## src/rtl/riscv_multicycle_controller_if.sv

```systemverilog
// Control bus between the multicycle RV32I controller and its datapath.
// The controller side uses the master modport and the datapath side uses the slave modport.
interface riscv_multicycle_controller_if;
  logic [6:0] op;
  logic [2:0] funct3;
  logic       funct7b5;
  logic       Zero;
  logic       PCWrite;
  logic       AdrSrc;
  logic       MemWrite;
  logic       IRWrite;
  logic [1:0] ResultSrc;
  logic [1:0] ALUSrcA;
  logic [1:0] ALUSrcB;
  logic [2:0] ALUControl;
  logic [1:0] ImmSrc;
  logic       RegWrite;

  modport master (
    input  op, funct3, funct7b5, Zero,
    output PCWrite, AdrSrc, MemWrite, IRWrite, ResultSrc, ALUSrcA, ALUSrcB,
           ALUControl, ImmSrc, RegWrite
  );

  modport slave (
    output op, funct3, funct7b5, Zero,
    input  PCWrite, AdrSrc, MemWrite, IRWrite, ResultSrc, ALUSrcA, ALUSrcB,
           ALUControl, ImmSrc, RegWrite
  );
endinterface

```

## src/rtl/riscv_multicycle_controller.sv

```systemverilog
// Moore-FSM control unit for the multicycle RV32I core with ALU and immediate decoders.
// Optional macro BNE_EN: branch state also implements bne (funct3=001) by inverting Zero.
module riscv_multicycle_controller #(
  parameter int STATE_W = 4
) (
  input  logic                      clk,
  input  logic                      reset,
  riscv_multicycle_controller_if.master ctrl,
  output logic [STATE_W-1:0]        State
);

  typedef enum logic [3:0] {
    FETCH    = 4'd0,
    DECODE   = 4'd1,
    MEMADR   = 4'd2,
    MEMREAD  = 4'd3,
    MEMWB    = 4'd4,
    MEMWRITE = 4'd5,
    EXECR    = 4'd6,
    EXECI    = 4'd7,
    ALUWB    = 4'd8,
    JAL      = 4'd9,
    BEQ      = 4'd10
  } state_t;

  localparam logic [6:0] OP_LOAD   = 7'b0000011;
  localparam logic [6:0] OP_STORE  = 7'b0100011;
  localparam logic [6:0] OP_RTYPE  = 7'b0110011;
  localparam logic [6:0] OP_ITYPE  = 7'b0010011;
  localparam logic [6:0] OP_JAL    = 7'b1101111;
  localparam logic [6:0] OP_BRANCH = 7'b1100011;

  state_t     state, next_state;
  logic       pc_update, branch, branch_taken;
  logic       adr_src, mem_write, ir_write, reg_write;
  logic [1:0] result_src, alu_src_a, alu_src_b, alu_op;
  logic [2:0] alu_control;
  logic [1:0] imm_src;

  always_ff @(posedge clk or posedge reset) begin
    if (reset) state <= FETCH;
    else       state <= next_state;
  end

  always_comb begin
    next_state = FETCH;
    pc_update  = 1'b0;
    branch     = 1'b0;
    adr_src    = 1'b0;
    mem_write  = 1'b0;
    ir_write   = 1'b0;
    reg_write  = 1'b0;
    result_src = 2'b00;
    alu_src_a  = 2'b00;
    alu_src_b  = 2'b00;
    alu_op     = 2'b00;
    case (state)
      FETCH: begin
        next_state = DECODE;
        ir_write   = 1'b1;
        alu_src_b  = 2'b10;
        result_src = 2'b10;
        pc_update  = 1'b1;
      end
      DECODE: begin
        alu_src_a = 2'b01;
        alu_src_b = 2'b01;
        // Unknown opcodes fall back to FETCH with no strobe, skipping the instruction
        case (ctrl.op)
          OP_LOAD, OP_STORE: next_state = MEMADR;
          OP_RTYPE:          next_state = EXECR;
          OP_ITYPE:          next_state = EXECI;
          OP_JAL:            next_state = JAL;
          OP_BRANCH:         next_state = BEQ;
          default:           next_state = FETCH;
        endcase
      end
      MEMADR: begin
        next_state = (ctrl.op == OP_LOAD) ? MEMREAD : MEMWRITE;
        alu_src_a  = 2'b10;
        alu_src_b  = 2'b01;
      end
      MEMREAD: begin
        next_state = MEMWB;
        adr_src    = 1'b1;
      end
      MEMWB: begin
        result_src = 2'b01;
        reg_write  = 1'b1;
      end
      MEMWRITE: begin
        adr_src   = 1'b1;
        mem_write = 1'b1;
      end
      EXECR: begin
        next_state = ALUWB;
        alu_src_a  = 2'b10;
        alu_op     = 2'b10;
      end
      EXECI: begin
        next_state = ALUWB;
        alu_src_a  = 2'b10;
        alu_src_b  = 2'b01;
        alu_op     = 2'b10;
      end
      ALUWB: reg_write = 1'b1;
      JAL: begin
        next_state = ALUWB;
        alu_src_a  = 2'b01;
        alu_src_b  = 2'b10;
        pc_update  = 1'b1;
      end
      BEQ: begin
        alu_src_a = 2'b10;
        alu_op    = 2'b01;
        branch    = 1'b1;
      end
      default: next_state = FETCH;
    endcase
  end

  always_comb begin
    alu_control = 3'b000;
    case (alu_op)
      2'b01: alu_control = 3'b001;
      2'b10: begin
        // Only R-type (op[5]=1) may turn funct3=000 into sub, so addi stays add
        case (ctrl.funct3)
          3'b000:  alu_control = (ctrl.op[5] & ctrl.funct7b5) ? 3'b001 : 3'b000;
          3'b010:  alu_control = 3'b101;
          3'b110:  alu_control = 3'b011;
          3'b111:  alu_control = 3'b010;
          default: alu_control = 3'b000;
        endcase
      end
      default: alu_control = 3'b000;
    endcase
  end

  always_comb begin
    imm_src = 2'b00;
    case (ctrl.op)
      OP_STORE:  imm_src = 2'b01;
      OP_BRANCH: imm_src = 2'b10;
      OP_JAL:    imm_src = 2'b11;
      default:   imm_src = 2'b00;
    endcase
  end

`ifdef BNE_EN
  assign branch_taken = (ctrl.funct3 == 3'b001) ? ~ctrl.Zero : ctrl.Zero;
`else
  assign branch_taken = ctrl.Zero;
`endif

  // Strobes are gated by reset so nothing is written while the core is held
  assign ctrl.PCWrite    = ~reset & (pc_update | (branch & branch_taken));
  assign ctrl.IRWrite    = ~reset & ir_write;
  assign ctrl.MemWrite   = ~reset & mem_write;
  assign ctrl.RegWrite   = ~reset & reg_write;
  assign ctrl.AdrSrc     = adr_src;
  assign ctrl.ResultSrc  = result_src;
  assign ctrl.ALUSrcA    = alu_src_a;
  assign ctrl.ALUSrcB    = alu_src_b;
  assign ctrl.ALUControl = alu_control;
  assign ctrl.ImmSrc     = imm_src;
  assign State           = STATE_W'(state);

endmodule

```

## src/flat_wrapper.sv

```systemverilog
// flat-port wrapper written by rule: the top's interface ports become plain ports
module riscv_multicycle_controller_flat 
#(
  parameter int STATE_W = 4
)
  (clk, reset, State, ctrl_op, ctrl_funct3, ctrl_funct7b5, ctrl_Zero, ctrl_PCWrite, ctrl_AdrSrc, ctrl_MemWrite, ctrl_IRWrite, ctrl_ResultSrc, ctrl_ALUSrcA, ctrl_ALUSrcB, ctrl_ALUControl, ctrl_ImmSrc, ctrl_RegWrite);
  riscv_multicycle_controller_if ctrl_i ();
  input  logic clk;
  input  logic reset;
  output logic [STATE_W-1:0] State;
  input wire logic [$bits(ctrl_i.op)-1:0] ctrl_op;
  input wire logic [$bits(ctrl_i.funct3)-1:0] ctrl_funct3;
  input wire logic [$bits(ctrl_i.funct7b5)-1:0] ctrl_funct7b5;
  input wire logic [$bits(ctrl_i.Zero)-1:0] ctrl_Zero;
  output wire logic [$bits(ctrl_i.PCWrite)-1:0] ctrl_PCWrite;
  output wire logic [$bits(ctrl_i.AdrSrc)-1:0] ctrl_AdrSrc;
  output wire logic [$bits(ctrl_i.MemWrite)-1:0] ctrl_MemWrite;
  output wire logic [$bits(ctrl_i.IRWrite)-1:0] ctrl_IRWrite;
  output wire logic [$bits(ctrl_i.ResultSrc)-1:0] ctrl_ResultSrc;
  output wire logic [$bits(ctrl_i.ALUSrcA)-1:0] ctrl_ALUSrcA;
  output wire logic [$bits(ctrl_i.ALUSrcB)-1:0] ctrl_ALUSrcB;
  output wire logic [$bits(ctrl_i.ALUControl)-1:0] ctrl_ALUControl;
  output wire logic [$bits(ctrl_i.ImmSrc)-1:0] ctrl_ImmSrc;
  output wire logic [$bits(ctrl_i.RegWrite)-1:0] ctrl_RegWrite;
  assign ctrl_i.op = ctrl_op;
  assign ctrl_i.funct3 = ctrl_funct3;
  assign ctrl_i.funct7b5 = ctrl_funct7b5;
  assign ctrl_i.Zero = ctrl_Zero;
  assign ctrl_PCWrite = ctrl_i.PCWrite;
  assign ctrl_AdrSrc = ctrl_i.AdrSrc;
  assign ctrl_MemWrite = ctrl_i.MemWrite;
  assign ctrl_IRWrite = ctrl_i.IRWrite;
  assign ctrl_ResultSrc = ctrl_i.ResultSrc;
  assign ctrl_ALUSrcA = ctrl_i.ALUSrcA;
  assign ctrl_ALUSrcB = ctrl_i.ALUSrcB;
  assign ctrl_ALUControl = ctrl_i.ALUControl;
  assign ctrl_ImmSrc = ctrl_i.ImmSrc;
  assign ctrl_RegWrite = ctrl_i.RegWrite;
  riscv_multicycle_controller #(.STATE_W(STATE_W)) u_core (.clk(clk), .reset(reset), .ctrl(ctrl_i), .State(State));
endmodule
```

## config.mk

```make
export PLATFORM = sky130hd
export DESIGN_NAME = riscv_multicycle_controller_flat
export DESIGN_NICKNAME = d
export VERILOG_FILES = /design/src/rtl/riscv_multicycle_controller_if.sv /design/src/rtl/riscv_multicycle_controller.sv /design/src/flat_wrapper.sv
export SDC_FILE = /design/constraint.sdc
export NUM_CORES = 1
export LEC_CHECK = 0
export ABC_AREA = 1
export CAP_MARGIN = 20
export CORE_MARGIN = 5
export CORE_UTILIZATION = 38
export CTS_BUF_LIST = sky130_fd_sc_hd__clkbuf_8
export CTS_CLUSTER_DIAMETER = 200
export DETAILED_ROUTE_END_ITERATION = 10
export PLACE_DENSITY_LB_ADDON = 0.1
export SYNTH_ARGS = -nofsm -noshare
export SYNTH_HDL_FRONTEND = slang
export SYNTH_SLANG_ARGS = --single-unit
```

## constraint.sdc

```tcl
create_clock -name clk -period 2.5 [get_ports clk]
set_input_delay 0.375 -clock clk [delete_from_list [all_inputs] [get_ports clk]]
set_output_delay 0.375 -clock clk [all_outputs]
set_load 0.01 [all_outputs]
```

==> results.txt, run 1 <==
The number of flip-flops under the largest register name came out at 4. In this run the mean area of a mapped cell was 5.426 um^2. The average wire length per cell after detail routing came out at 10.72 um. The most repeated library cell on the critical path is sky130_fd_sc_hd__nand2_1. The clock tree from TritonCTS is built.

The unique cell type count in the Yosys netlist is 17. The DRC violation count after routing is 0. The site row count came out at 13. The cell area power density came out at 591.2 nW/um^2.

The via count came out at about 670. The number of hold violations in the final report was 0. The max-slew violation count is 0. The portion of total power attributed to sequential cells came out at between 10% and 20%.

The floorplan step defined a die boundary enclosing 2139 um^2. The share of total power dissipated in the clock network is roughly a quarter. The clock edge transition at the registers on the reported setup and hold paths came out at about 0.030 ns. For this run, the register share of the synthesized area comes to 20.05%. For the pin with the worst max-slew slack, the measured transition is 0.2483 ns. The wire length of the first global-routing pass came out at 2.366 mm.

The peak per-stage delay on the critical path came out at 0.56 ns. The count of nets left with antenna violations once routing finished came out at 0. The source-to-sink clock delay at the later pin of the worst-skew pair came out at 0.21 ns. When the netlist entered floorplanning its net count stood at ~110.

The largest net degree at the start of global routing is 9. The combinational fraction of design power is between 50% and 60%. The library cell used most frequently in the layout, excluding fill and tap cells, is sky130_fd_sc_hd__clkdlybuf4s50_1.

For this design the static power due to leakage is 0.0004563 uW. The horizontal extent of the die is 46.25 um. The fraction of final layout cells with drive strength greater than 1 is a little over an eighth. The initial core utilization came out at 39.35%. From bottom edge to top edge, the die measures 46.25 um. Net switching is 36.87% of the power.

The global-route total usage across every layer is 15.54%. The area growth from synthesis to layout is 79.70%. Leaving out fill and tap cells, the most frequent cells in the layout are sky130_fd_sc_hd__clkdlybuf4s50_1 (31), sky130_fd_sc_hd__nand2_1 (26), sky130_fd_sc_hd__nor2_1 (20), sky130_fd_sc_hd__inv_1 (12).

The last weighted congestion value of the routability-driven placer is 0.8321. The min-delay analysis places its worst path in the category input pin to asynchronous set/reset pin. Counting every sink on the clock net gives 4. The largest individual stage delay along the critical path comes from the cell sky130_fd_sc_hd__clkdlybuf4s50_1. Setup violations remaining at the end of the flow were counted as 0. The required arrival time at the worst endpoint is 2.12 ns. Setup repair after global routing left no endpoint under its margin. The count of inserted antenna diode cells came out at 0. Yosys printed 0 warnings. The placeable core area is 1269 um^2. After detailed routing, the total wire length is around 1.5 mm.

The via count of the first global-routing pass is 604. The synthesized instance count came out at 92. For this design the top-level I/O count stands at 34. The CTS H-tree depth came out at 1.

The mapped netlist covers 499.2 um^2. Summed over all nets, the switching power comes to a little under 200 uW. The highest attainable clock frequency came out at approximately 0.44 GHz. The signal arrival time at the worst endpoint came out at between 1.5 and 2 ns. The synthesized design contains 4 register bits.

The number of vias per cell came out at approximately 4.7. The worst setup path is captured at an output port. The maximum buffer depth of the clock tree came out at 2. The cell internal power dissipation is about 330 uW. The critical path is of the input pin to output port type. After routing, the total negative slack on setup checks comes to 0 ns. The quantity of I/O buffers inserted on ports is 33. The worst clock skew came out at 0.0008899 ns. The filler cells instantiated in the layout total around 120.

The flow ran to the end, and the final reports show no timing, DRC or antenna violations. Traced cell by cell, the critical path runs through clkdlybuf4s50_1 > nand2_1 > nor2_1 > nand2_1 > nand2_1 > clkdlybuf4s50_1. The worst setup path is launched from an input pin.

The worst pin sits at a relative slew slack of 83.32%. The final cycle utilization of the critical path came out at 90.92%. The root cell of the clock tree is sky130_fd_sc_hd__clkbuf_8.

The number of buffer and inverter instances along the worst setup path came out at 2. At the end of the flow the core is filled with cells to between 70% and 80%. The initial antenna violation count came out at 0.

The number of buffers inserted during clock tree synthesis came out at 3. The residual overflow from global routing is 0. Grouping stages by cell kind, the critical path spends the most delay in buffers and inverters.

The detailed-placement wirelength estimate is 1.343 mm. The iteration count of the initial detailed-routing pass came out at 4. Along the worst path, the maximum fanout reaches 5.

The final critical-path required period is ~2.3 ns. The detailed router's first-iteration violation count came out at 6. For this run, the post-layout net count is 146. The tool flagged a number of max-cap violations equal to 0. Across the VDD grid, the largest voltage drop is around 0.00061 V.
layer usage:
metal	vias to the layer above	part of all wire, %	track usage, %	wire [um]
met5	-	0	0	0
met3	2	8.3	5.469	128
met1	287	37	15.81	570
met4	0	0.91	6.818	14
met2	21	53	28.02	820
li1	359	-	-	-
cells by family after synthesis:
logic type	Yosys count	synth area share [%]
AND/OR/NAND/NOR	64	55.89
buffers and inverters	16	12.03
AO/OA/AOI/OAI	6	7.017
flip-flops	4	20.05
adder cells (fa/ha/maj)	2	5.012
power groups by stage:
stage	Sequential (uW)	Combinational, uW	Clock (uW)
2_1_floorplan	97.6	140	0
3_3_place_gp	95.3	301	0
3_5_place_dp	95.4	306	0
4_1_cts	95.1	307	135
5_1_grt	96.5	336	145
6_report	95.7	304	130
cells in the mapped netlist:
cell / instances / area share [%]
sky130_fd_sc_hd__nand3b_1: 1 / 1.5
sky130_fd_sc_hd__inv_1: 13 / 9.8
sky130_fd_sc_hd__ha_1: 2 / 5.0
sky130_fd_sc_hd__a21oi_1: 3 / 3.0
sky130_fd_sc_hd__o211ai_1: 1 / 1.5
sky130_fd_sc_hd__nor3_1: 1 / 1.0
sky130_fd_sc_hd__o21ai_0: 1 / 1.0
sky130_fd_sc_hd__nor2_1: 20 / 15
sky130_fd_sc_hd__dfrtp_1: 4 / 20
sky130_fd_sc_hd__nor2_2: 6 / 7.5
sky130_fd_sc_hd__nor4_1: 1 / 1.3
sky130_fd_sc_hd__inv_2: 3 / 2.3
sky130_fd_sc_hd__nand3_1: 5 / 5.0
sky130_fd_sc_hd__nand2_1: 26 / 20
sky130_fd_sc_hd__nand2_2: 3 / 3.8
sky130_fd_sc_hd__o31ai_1: 1 / 1.5
sky130_fd_sc_hd__nand4_1: 1 / 1.3
path summary, 6_finish.rpt:
kind / slack (ns) / startpoint / to / cells after the start
setup / recovery: 0.23 / ctrl_op[5] / ctrl_ImmSrc[1] / 6
hold / removal: 0.50 / reset / u_core.State[0] / 2
setup reg to reg: 1.33 / u_core.State[1] / u_core.State[2] / 5
hold reg to reg: 0.61 / u_core.State[3] / u_core.State[0] / 3
max in group asynchronous: 1.83 / reset / u_core.State[2] / 2
min in group clk: 0.61 / u_core.State[3] / u_core.State[0] / 3
cell type report:
cell class	count	area (um^2)	area share [%]
Multi-Input combinational cell	72	344.1	38.35
Timing Repair Buffer	33	331.6	36.96
Sequential cell	4	101.3	11.30
Inverter	16	60.06	6.695
Clock buffer	3	41.29	4.603
Tap cell	15	18.77	2.092
metrics by stage:
| step | setup WS, ns | cell area, um^2 | hold slack [ns] | instances | total power [uW] |
|---|---|---|---|---|---|
| floorplan | 0.6457 | 499.2 | 0.1411 | 92 | 237.9 |
| global placement | 0.2336 | 848.3 | 0.5751 | 140 | 395.9 |
| detailed placement | 0.1584 | 848.3 | 0.5771 | 140 | 401.3 |
| CTS | 0.005981 | 888.4 | 0.5083 | 143 | 537.2 |
| global route | 0.1330 | 897.1 | 0.5387 | 143 | 577.9 |
| finish | 0.2269 | 897.1 | 0.5029 | 143 | 530.4 |
repair_timing:
item                       CTS  global route
gates resized for setup      1             4
hold buffers                 0             0
buffers inserted             0             0
pin swaps                    0             0
setup endpoints to repair    1             1
No activity file was read; power rests on OpenSTA's default activity.
==> run 2, diff against run 1 <==
- CORE_MARGIN: 5 -> 2
==> results.txt, run 2 (synthesized netlist as in run 1, its figures left out) <==
The residual overflow from global routing is 0 (unchanged). The area growth from synthesis to layout came out at 78.45% (was 79.70%). The number of vias per cell came out at 4.629 (was 4.678). The site row count came to 13 (unchanged).

The final design utilization is 70.22% (was 70.71%). The clock edge transition at the registers on the reported setup and hold paths came out at 0.03 ns (about the same). The launch instance of the worst register-to-register path was u_core.State[1] (unchanged). The global-route total usage across every layer came out at 18.71% (was 15.54%). The average wire length per cell after detail routing came out at 9.224 um (was 10.72 um). The clock tree from TritonCTS is built (unchanged). The initial antenna violation count was 0 (unchanged).

Commonest cells after routing, fill and taps aside: sky130_fd_sc_hd__clkdlybuf4s50_1 (31), sky130_fd_sc_hd__nand2_1 (26), sky130_fd_sc_hd__nor2_1 (20), sky130_fd_sc_hd__inv_1 (13), sky130_fd_sc_hd__nor2_2 (6) (was sky130_fd_sc_hd__clkdlybuf4s50_1 (31), sky130_fd_sc_hd__nand2_1 (26), sky130_fd_sc_hd__nor2_1 (20), sky130_fd_sc_hd__inv_1 (12)). The instance count after placement with tap cells included came out at 140 (unchanged). The total setup buffers inserted after CTS is 0 (unchanged). The pre-CTS worst setup slack came out at 0.1946 ns (was 0.1584 ns).

The via count of the first global-routing pass came out at 553 (was 604). The fraction of final layout cells with drive strength greater than 1 was 11.72% (was 13.28%). The required arrival time at the worst endpoint is 2.12 ns (about the same).

The max-slew violation count came out at 0 (unchanged). The number of setup violations in the final report was 0 (unchanged). The signal arrival time at the worst endpoint came out at 1.87 ns (was 1.90 ns).

The wire length of the first global-routing pass was 2.042 mm (was 2.366 mm). The maximum buffer depth of the clock tree is 2 (unchanged). The worst-case setup margin in the final layout is 0.2558 ns (was 0.2269 ns). The total wire length came to 1.319 mm (was 1.533 mm). The leakage power total is 0.0004574 uW (was 0.0004563 uW). The most common library cell in the layout ignoring fill and taps is sky130_fd_sc_hd__clkdlybuf4s50_1 (unchanged). The number of nets in the finished design came to 146 (unchanged). The reported max-cap violation count is 0 (unchanged). The number of flip-flops under the largest register name came to 4 (unchanged).

The quantity of I/O buffers inserted on ports came out at 33 (unchanged). The overall power after layout came out at 524.8 uW (was 530.4 uW). The cell with the biggest individual delay on the critical path is sky130_fd_sc_hd__clkdlybuf4s50_1 (unchanged). The final cycle utilization of the critical path is 89.77% (was 90.92%).

The type of the tightest min-delay check was input pin to asynchronous set/reset pin (unchanged). The tightest slew margin relative to the limit is 81.59% (was 83.32%). The highest attainable clock frequency is 0.4456 GHz (was 0.4399 GHz). The largest net degree at the start of global routing came to 9 (unchanged). The placeable core area came to 1269 um^2 (unchanged). The count of inserted antenna diode cells is 0 (unchanged).

The source-to-sink clock delay at the later pin of the worst-skew pair came to 0.21 ns (about the same). The via count is 662 (was 669). The final cell count without fillers was 143 (unchanged). The number of buffers inserted during clock tree synthesis was 3 (unchanged). The number of hold violations in the final report is 0 (unchanged). The count of fill cells added during filler insertion came to 125 (was 123).

The iteration count of the initial detailed-routing pass came out at 3 (was 4). The length in cells of the worst reg-to-reg path was 5 (unchanged). The cell area power density is 589.1 nW/um^2 (was 591.2 nW/um^2). The CTS H-tree depth is 1 (unchanged). The detailed-placement wirelength estimate is 1.145 mm (was 1.343 mm). The total clock sinks came out at 4 (unchanged). The slew of the pin with the lowest slew margin is 0.2762 ns (was 0.2483 ns). The detailed router's first-iteration violation count is 12 (was 6).

The launching element type of the critical path is a flip-flop (was input pin). The peak supply drop is 0.0006478 V (was 0.0006092 V). The final-layout setup total negative slack was 0 ns (unchanged).

Result of the run: complete, no violations (unchanged). RSZ-0062 raised after global routing: false (unchanged). The number of buffer and inverter instances along the worst setup path is 2 (unchanged). The horizontal extent of the die was 40.25 um (was 46.25 um). The initial core utilization came out at 39.35% (unchanged). The largest fanout of any net on the critical path is 4 (was 5). The last weighted congestion value of the routability-driven placer came out at 0.8204 (was 0.8321).

The peak per-stage delay on the critical path is 0.53 ns (was 0.56 ns). The vertical die dimension is 40.25 um (was 46.25 um). The area enclosed by the die boundary came out at 1620 um^2 (was 2139 um^2).

Critical Path, Cell by Cell: inv_1 > nand2_2 > nor2_2 > ha_1 > nand2_1 > nor2_1 > clkdlybuf4s50_1 (was clkdlybuf4s50_1 > nand2_1 > nor2_1 > nand2_1 > nand2_1 > clkdlybuf4s50_1). The critical path class was flip-flop to output port (was input pin to output port). The root cell of the clock tree is sky130_fd_sc_hd__clkbuf_8 (unchanged).

The register-to-register path setup slack is 1.34 ns (was 1.33 ns). The endpoint kind of the worst setup timing path is an output port (unchanged). The number of placed I/O pins came out at 34 (unchanged). The final critical-path required period came out at 2.244 ns (was 2.273 ns). The DRC violation count after routing is 0 (unchanged).

The kind of cell with the highest combined delay on the critical path is buffers and inverters (unchanged). The count of antenna-violating nets left after detailed routing came out at 0 (unchanged). The worst clock skew is 0.001151 ns (was 0.0008899 ns).

The endpoint of the worst-slack reg-to-reg timing path is u_core.State[2] (unchanged).
[run 2: final cells by class]
type | instances | area, um^2 | area share (%)
Clock buffer | 3 | 41.29 | 4.635
Inverter | 16 | 60.06 | 6.742
Multi-Input combinational cell | 72 | 339.1 | 38.06
Sequential cell | 4 | 100.1 | 11.24
Tap cell | 15 | 18.77 | 2.107
Timing Repair Buffer | 33 | 331.6 | 37.22
[run 2: power breakdown]
part,switching (uW),total [uW],internal [uW]
clock,26.5,128,102
combinational,144,301,157
sequential,19.7,95.3,75.6
total,190,525,334
[run 2: worst register-to-register path, delay by kind of cell, from the launching register on]
kind	cells	cell delay (ns)
AND/OR/NAND/NOR	4	0.54
flip-flops	1	0.44
buffers and inverters	1	0.12
[run 2: what timing repair did]
item	4_1_cts	5_1_grt
hold endpoints to repair	0	0
hold buffers	0	0
endpoints found under the setup margin	1	1
gates resized for setup	1	1
[run 2: worst max path at each step]
stage / start / endpoint / slack (ns) / cells past startpoint
final: u_core.State[3] / ctrl_ALUControl[1] / 0.26 / 7
after global routing: u_core.State[3] / ctrl_ALUControl[1] / 0.14 / 7
after CTS: u_core.State[3] / ctrl_ALUControl[0] / 0.03 / 9
after detailed placement: u_core.State[3] / ctrl_ALUControl[2] / 0.19 / 7
after global placement: u_core.State[3] / ctrl_ALUControl[2] / 0.25 / 7
after floorplan: u_core.State[3] / ctrl_ALUControl[2] / 0.65 / 6
[run 2: per-stage QoR]
step | hold slack [ns] | cell area (um^2)
final | 0.4710 | 890.9
after CTS | 0.4786 | 888.4
after floorplan | 0.1411 | 499.2
after global placement | 0.5744 | 848.3
after detailed placement | 0.5840 | 848.3
after global routing | 0.5139 | 890.9
[run 2: layer usage]
metal  routed length [um]  vias to the layer above  GRT usage, %
met5                    0                        -             0
li1                     -                      359             -
met3                   70                        0         3.333
met4                    0                        0         7.500
met2                  675                       16         33.87
met1                  573                      287         21.40
==> RTL change 1: new RTL, config.mk and constraints of run 2 <==
Add a define of `BNE_EN`.
--- a/src/rtl/riscv_multicycle_controller.sv
+++ b/src/rtl/riscv_multicycle_controller.sv
@@ -2,2 +2,4 @@
 // Optional macro BNE_EN: branch state also implements bne (funct3=001) by inverting Zero.
+`define BNE_EN
+
 module riscv_multicycle_controller #(
Formal check against the unedited RTL: not equivalent (a bounded check fails within 4 cycles, from zero or initial values and one cycle with reset high).
==> RTL change 1 against run 2 <==
Global-route usage increased by 0.20 points; final area increased by 2.8%; synthesized cell count down 5.4%; worst setup slack worse by 41 ps; first-iteration DRC count grew 50%; synthesized area increased by 3.5%; sequential cell count did not move; total power grew 1.3%; wire length increased by 2.9%; highest routed layer unchanged.
==> RTL change 1: results <==
outcome:
  outcome: "finished, final reports clean"
setup_path:
  r2r_slack_ps: 1380
  cp_max_fo: 5
  regToRegEndpoint: "u_core.State[1]"
  r2r-start: "u_core.State[2]"
pwr:
  worst_ir_drop_vdd_uv: 509
  p_leak_nw: 0.426
global_routing:
  grt_pass1_wl_um: 2150
  grt_max_degree: 7
  globalRouteMet2Util: 0.344
  track_usage: 0.189
  grt_pass1_vias: 570
  met3_usage: 0.0326
  grt_use_met1: 0.224
yosys:
  synth-seq-area-share: 0.194
  synth_top_cells_by_area: "dfrtp_1, nand2_1, nor2_1, inv_1, nand3_1"
  synth_commonest_cells: "nand2_1, nor2_1, inv_1"
  yosys_warnings: 0
  synthArstFlopShare: 1.00
  synthesis.nets: 103
  ys_types: 20
  synthCells: 87
detailed_routing:
  vias_per_cell: 4.95
  drt.antenna.violating_nets: 0
  first_pass_iters: 4
  drt_iter0_drc: 18
  num_vias: 688
  routed_wl_um: 1360
placed_design:
  dpl_cell_area_um2: 873
  place_ws_ps: 172
  hpwl_um: 1170
  port_buffers: 33
  gp_congestion: 0.814
sta:
  fin_skew_ps: 4.09
  worst_slew_pin_slew_ps: 217
layout:
  drive_above_1_share: 0.169
  num-nets-final: 142
  fillers: 131
  largest_reg_flops: 4
min_path:
  hp-class: "input port to asynchronous set/reset pin"
clock_tree:
  clkTransAtPathRegs_ps: 30
  clock_latency_ps: 210
  cts.htree.levels: 1
RTL change 1: per-layer routing:
metal / share of wire / wire [um]
met5: 0 / 0
met4: 0 / 0
met3: 0.073 / 99
met2: 0.51 / 686
met1: 0.42 / 572
RTL change 1: worst max-delay path by stage:
| stage | cells past startpoint | slack, ps | end | from |
|---|---|---|---|---|
| after global placement | 7 | 230 | ctrl_ALUControl[2] | u_core.State[0] |
| final | 8 | 210 | ctrl_ALUControl[1] | u_core.State[2] |
| after floorplan | 6 | 600 | ctrl_ALUControl[2] | u_core.State[0] |
| after detailed placement | 7 | 170 | ctrl_ALUControl[2] | u_core.State[0] |
| after CTS | 10 | 5 | ctrl_ALUControl[0] | u_core.State[2] |
| after global routing | 8 | 40 | ctrl_ALUControl[1] | u_core.State[2] |
RTL change 1: cell type report:
type | count | area [um2] | area share
clock buffer | 3 | 41.3 | 0.0451
inverter | 16 | 60.1 | 0.0656
multi-input combinational | 67 | 357 | 0.389
sequential | 4 | 100 | 0.109
tap | 15 | 18.8 | 0.0205
timing repair buffer | 34 | 339 | 0.370
RTL change 1: cell families after synthesis:
kind of cell               share of synthesized area
adders and majority gates                     0.0484
DFF                                            0.194
AOI/OAI and AO/OA                             0.0799
buffers and inverters                          0.116
and+or+nand+nor                                0.562
RTL change 1: timing repair:
| action | 4_1_cts | 5_1_grt |
|---|---|---|
| hold buffers | 0 | 0 |
| endpoints found under the setup margin | 1 | 1 |
| gates cloned | 0 | 0 |
| gates resized for setup | 1 | 1 |
RTL change 1: worst max-delay path, stage by stage (launching register included):
cell             delay [ps]
dfrtp_1                 390
inv_1                    80
nor2_2                  150
inv_2                    80
nor2_4                  110
ha_1                    180
nand2_1                  90
nor2_1                   90
clkdlybuf4s50_1         530
RTL change 1: power breakdown:
part | total, mW | internal (mW) | leakage [nW] | switching, mW
Clock | 0.131 | 0.102 | 0.0216 | 0.0287
Combinational | 0.308 | 0.160 | 0.351 | 0.147
Sequential | 0.0932 | 0.0757 | 0.0536 | 0.0176
RTL change 1: stage by stage:
stage | total power [mW] | hold WS (ps)
floorplan | 0.238 | 141
global route | 0.571 | 519
CTS | 0.536 | 499
finish | 0.532 | 499
detailed placement | 0.401 | 623
global placement | 0.397 | 619
==> RTL change 2: new RTL, settings of run 2 <==
Made on the original files. Put a register stage on the output `State`, with the module's reset. The value now appears one clock later. The other outputs are not delayed to match.
--- a/src/rtl/riscv_multicycle_controller.sv
+++ b/src/rtl/riscv_multicycle_controller.sv
@@ -166,3 +166,9 @@
   assign ctrl.ImmSrc     = imm_src;
-  assign State           = STATE_W'(state);
+  always_ff @(posedge clk or posedge reset) begin
+    if (reset) begin
+      State <= '0;
+    end else begin
+      State <= STATE_W'(state);
+    end
+  end
 
Function: changed (a bounded check fails within 4 cycles, from zero or initial values and one cycle with reset high).
==> RTL change 2 against run 2 <==
Worst setup slack hardly changed; synthesized area is 22% higher; sequential cell count is 4 higher; global-route usage is 2.2 points lower; via count is 4.4% higher; wire length is 3.1% higher; non-clock buffer count is 1 higher; sequential power is 80% higher; register-to-register slack better by 110 ps; final area is 14% higher; total power is 21% higher; largest cell class unchanged.
==> RTL change 2: results <==
yosys:
  yosys_warnings: 0
  synth_adder_area_share: 0.0410
  synthMuxAreaShare: 0
  synth_top_area_cell: "dfrtp_1"
  ys_types: 19
  synth_commonest_cells: "nand2_1, nor2_1, inv_1"
  synthCells: 95
  synthesis.nets: 111
  synth-seq-area-share: 0.328
  synth_compound_gate_area_share: 0.0533
  synth_top_cells_by_area: "dfrtp_1, nand2_1, nor2_1, inv_1, nor2_2"
clock_tree:
  clkTransAtPathRegs_ps: 40
  postCtsSetupRepairBufs: 0
  clock_latency_ps: 230
pwr:
  p_int_uw: 416
  worst_ir_drop_vdd_uv: 346
  p_leak_nw: 0.513
detailed_routing:
  avgRoutedWirePerCell_um: 9.19
  drt_iter0_drc: 6
  routed_wl_um: 1360
  first_pass_iters: 4
  num_vias: 691
sta:
  slew_headroom: 0.802
  fin_skew_ps: 1.94
outcome:
  outcome: "finished, final reports clean"
setup_path:
  cp_slowest_cell: "clkdlybuf4s50_1"
  cp_max_fo: 5
  slowest_delay_ps: 550
placed_design:
  hpwl_um: 1140
  dpl_cell_area_um2: 968
  port_buffers: 33
  gp_congestion: 0.765
layout:
  largest_registers: "u_core.State: 4 flops, u_core.state: 4 flops"
  num-nets-final: 150
  fillers: 150
  drive_above_1_share: 0.144
min_path:
  hp-class: "flip-flop to flip-flop"
global_routing:
  grt_pass1_wl_um: 2440
  track_usage: 0.165
  grt_pass1_vias: 643
[RTL change 2: cell types whose count changed after synthesis]
| cell | before | now |
|---|---|---|
| and3_1 | 0 | 1 |
| dfrtp_1 | 4 | 8 |
| o21ai_1 | 0 | 1 |
| o31ai_1 | 1 | 0 |
| nor2_1 | 20 | 17 |
| nor2_4 | 0 | 2 |
| inv_2 | 3 | 2 |
[RTL change 2: final timing paths]
kind | cells after the start | to | slack [ps] | from
worst max-delay path | 6 | ctrl_ImmSrc[1] | 260 | ctrl_op[5]
worst min-delay path | 0 | u_core.State[3] | 420 | u_core.state[3]
worst max register to register | 5 | u_core.state[1] | 1450 | u_core.state[2]
worst min register to register | 0 | u_core.State[3] | 420 | u_core.state[3]
max in group asynchronous | 2 | u_core.state[2] | 1750 | reset
min in group asynchronous | 2 | u_core.State[2] | 510 | reset
[RTL change 2: layout make-up]
class / instances / share of cell area
Timing Repair Buffer: 34 / 0.335
Tap cell: 16 / 0.0198
Sequential cell: 8 / 0.199
Clock buffer: 3 / 0.0408
Multi-Input combinational cell: 72 / 0.350
Inverter: 15 / 0.0556
[RTL change 2: cell families after synthesis]
kind of cell	after synthesis
and+or+nand+nor	64
buffers and inverters	15
DFF	8
AOI/OAI and AO/OA	6
adders and majority gates	2
[RTL change 2: worst reg2reg max path, delay by kind of cell, from the launching register on]
family                 cells  cell delay (ps)
buffers and inverters      1               70
flip-flops                 1              450
AND/OR/NAND/NOR            4              480
[RTL change 2: power by group through the flow]
stage	combinational (mW)	clock [mW]	sequential [mW]
after floorplan	0.149	0	0.176
after global placement	0.312	0	0.173
after detailed placement	0.313	0	0.173
after CTS	0.314	0.153	0.171
after global routing	0.346	0.163	0.175
final	0.311	0.153	0.172
[RTL change 2: per-layer routing]
metal,GRT usage,part of all wire,vias to the layer above
met3,0.0367,0.062,0
met5,0,0,-
li1,-,-,374
met2,0.291,0.50,25
met1,0.205,0.44,292
met4,0.0364,0,0
[RTL change 2: through the flow]
stage	worst slack, ps	hold slack [ps]	utilization
3_3_place_gp	233	383	0.643
2_1_floorplan	672	191	-
3_5_place_dp	227	387	0.643
5_1_grt	124	430	0.672
4_1_cts	79.4	397	0.669
6_report	256	418	0.672
[RTL change 2: repair_timing]
item                                    CTS  global route
endpoints found under the setup margin    1             1
cloned                                    0             0
gates resized for setup                   1             3
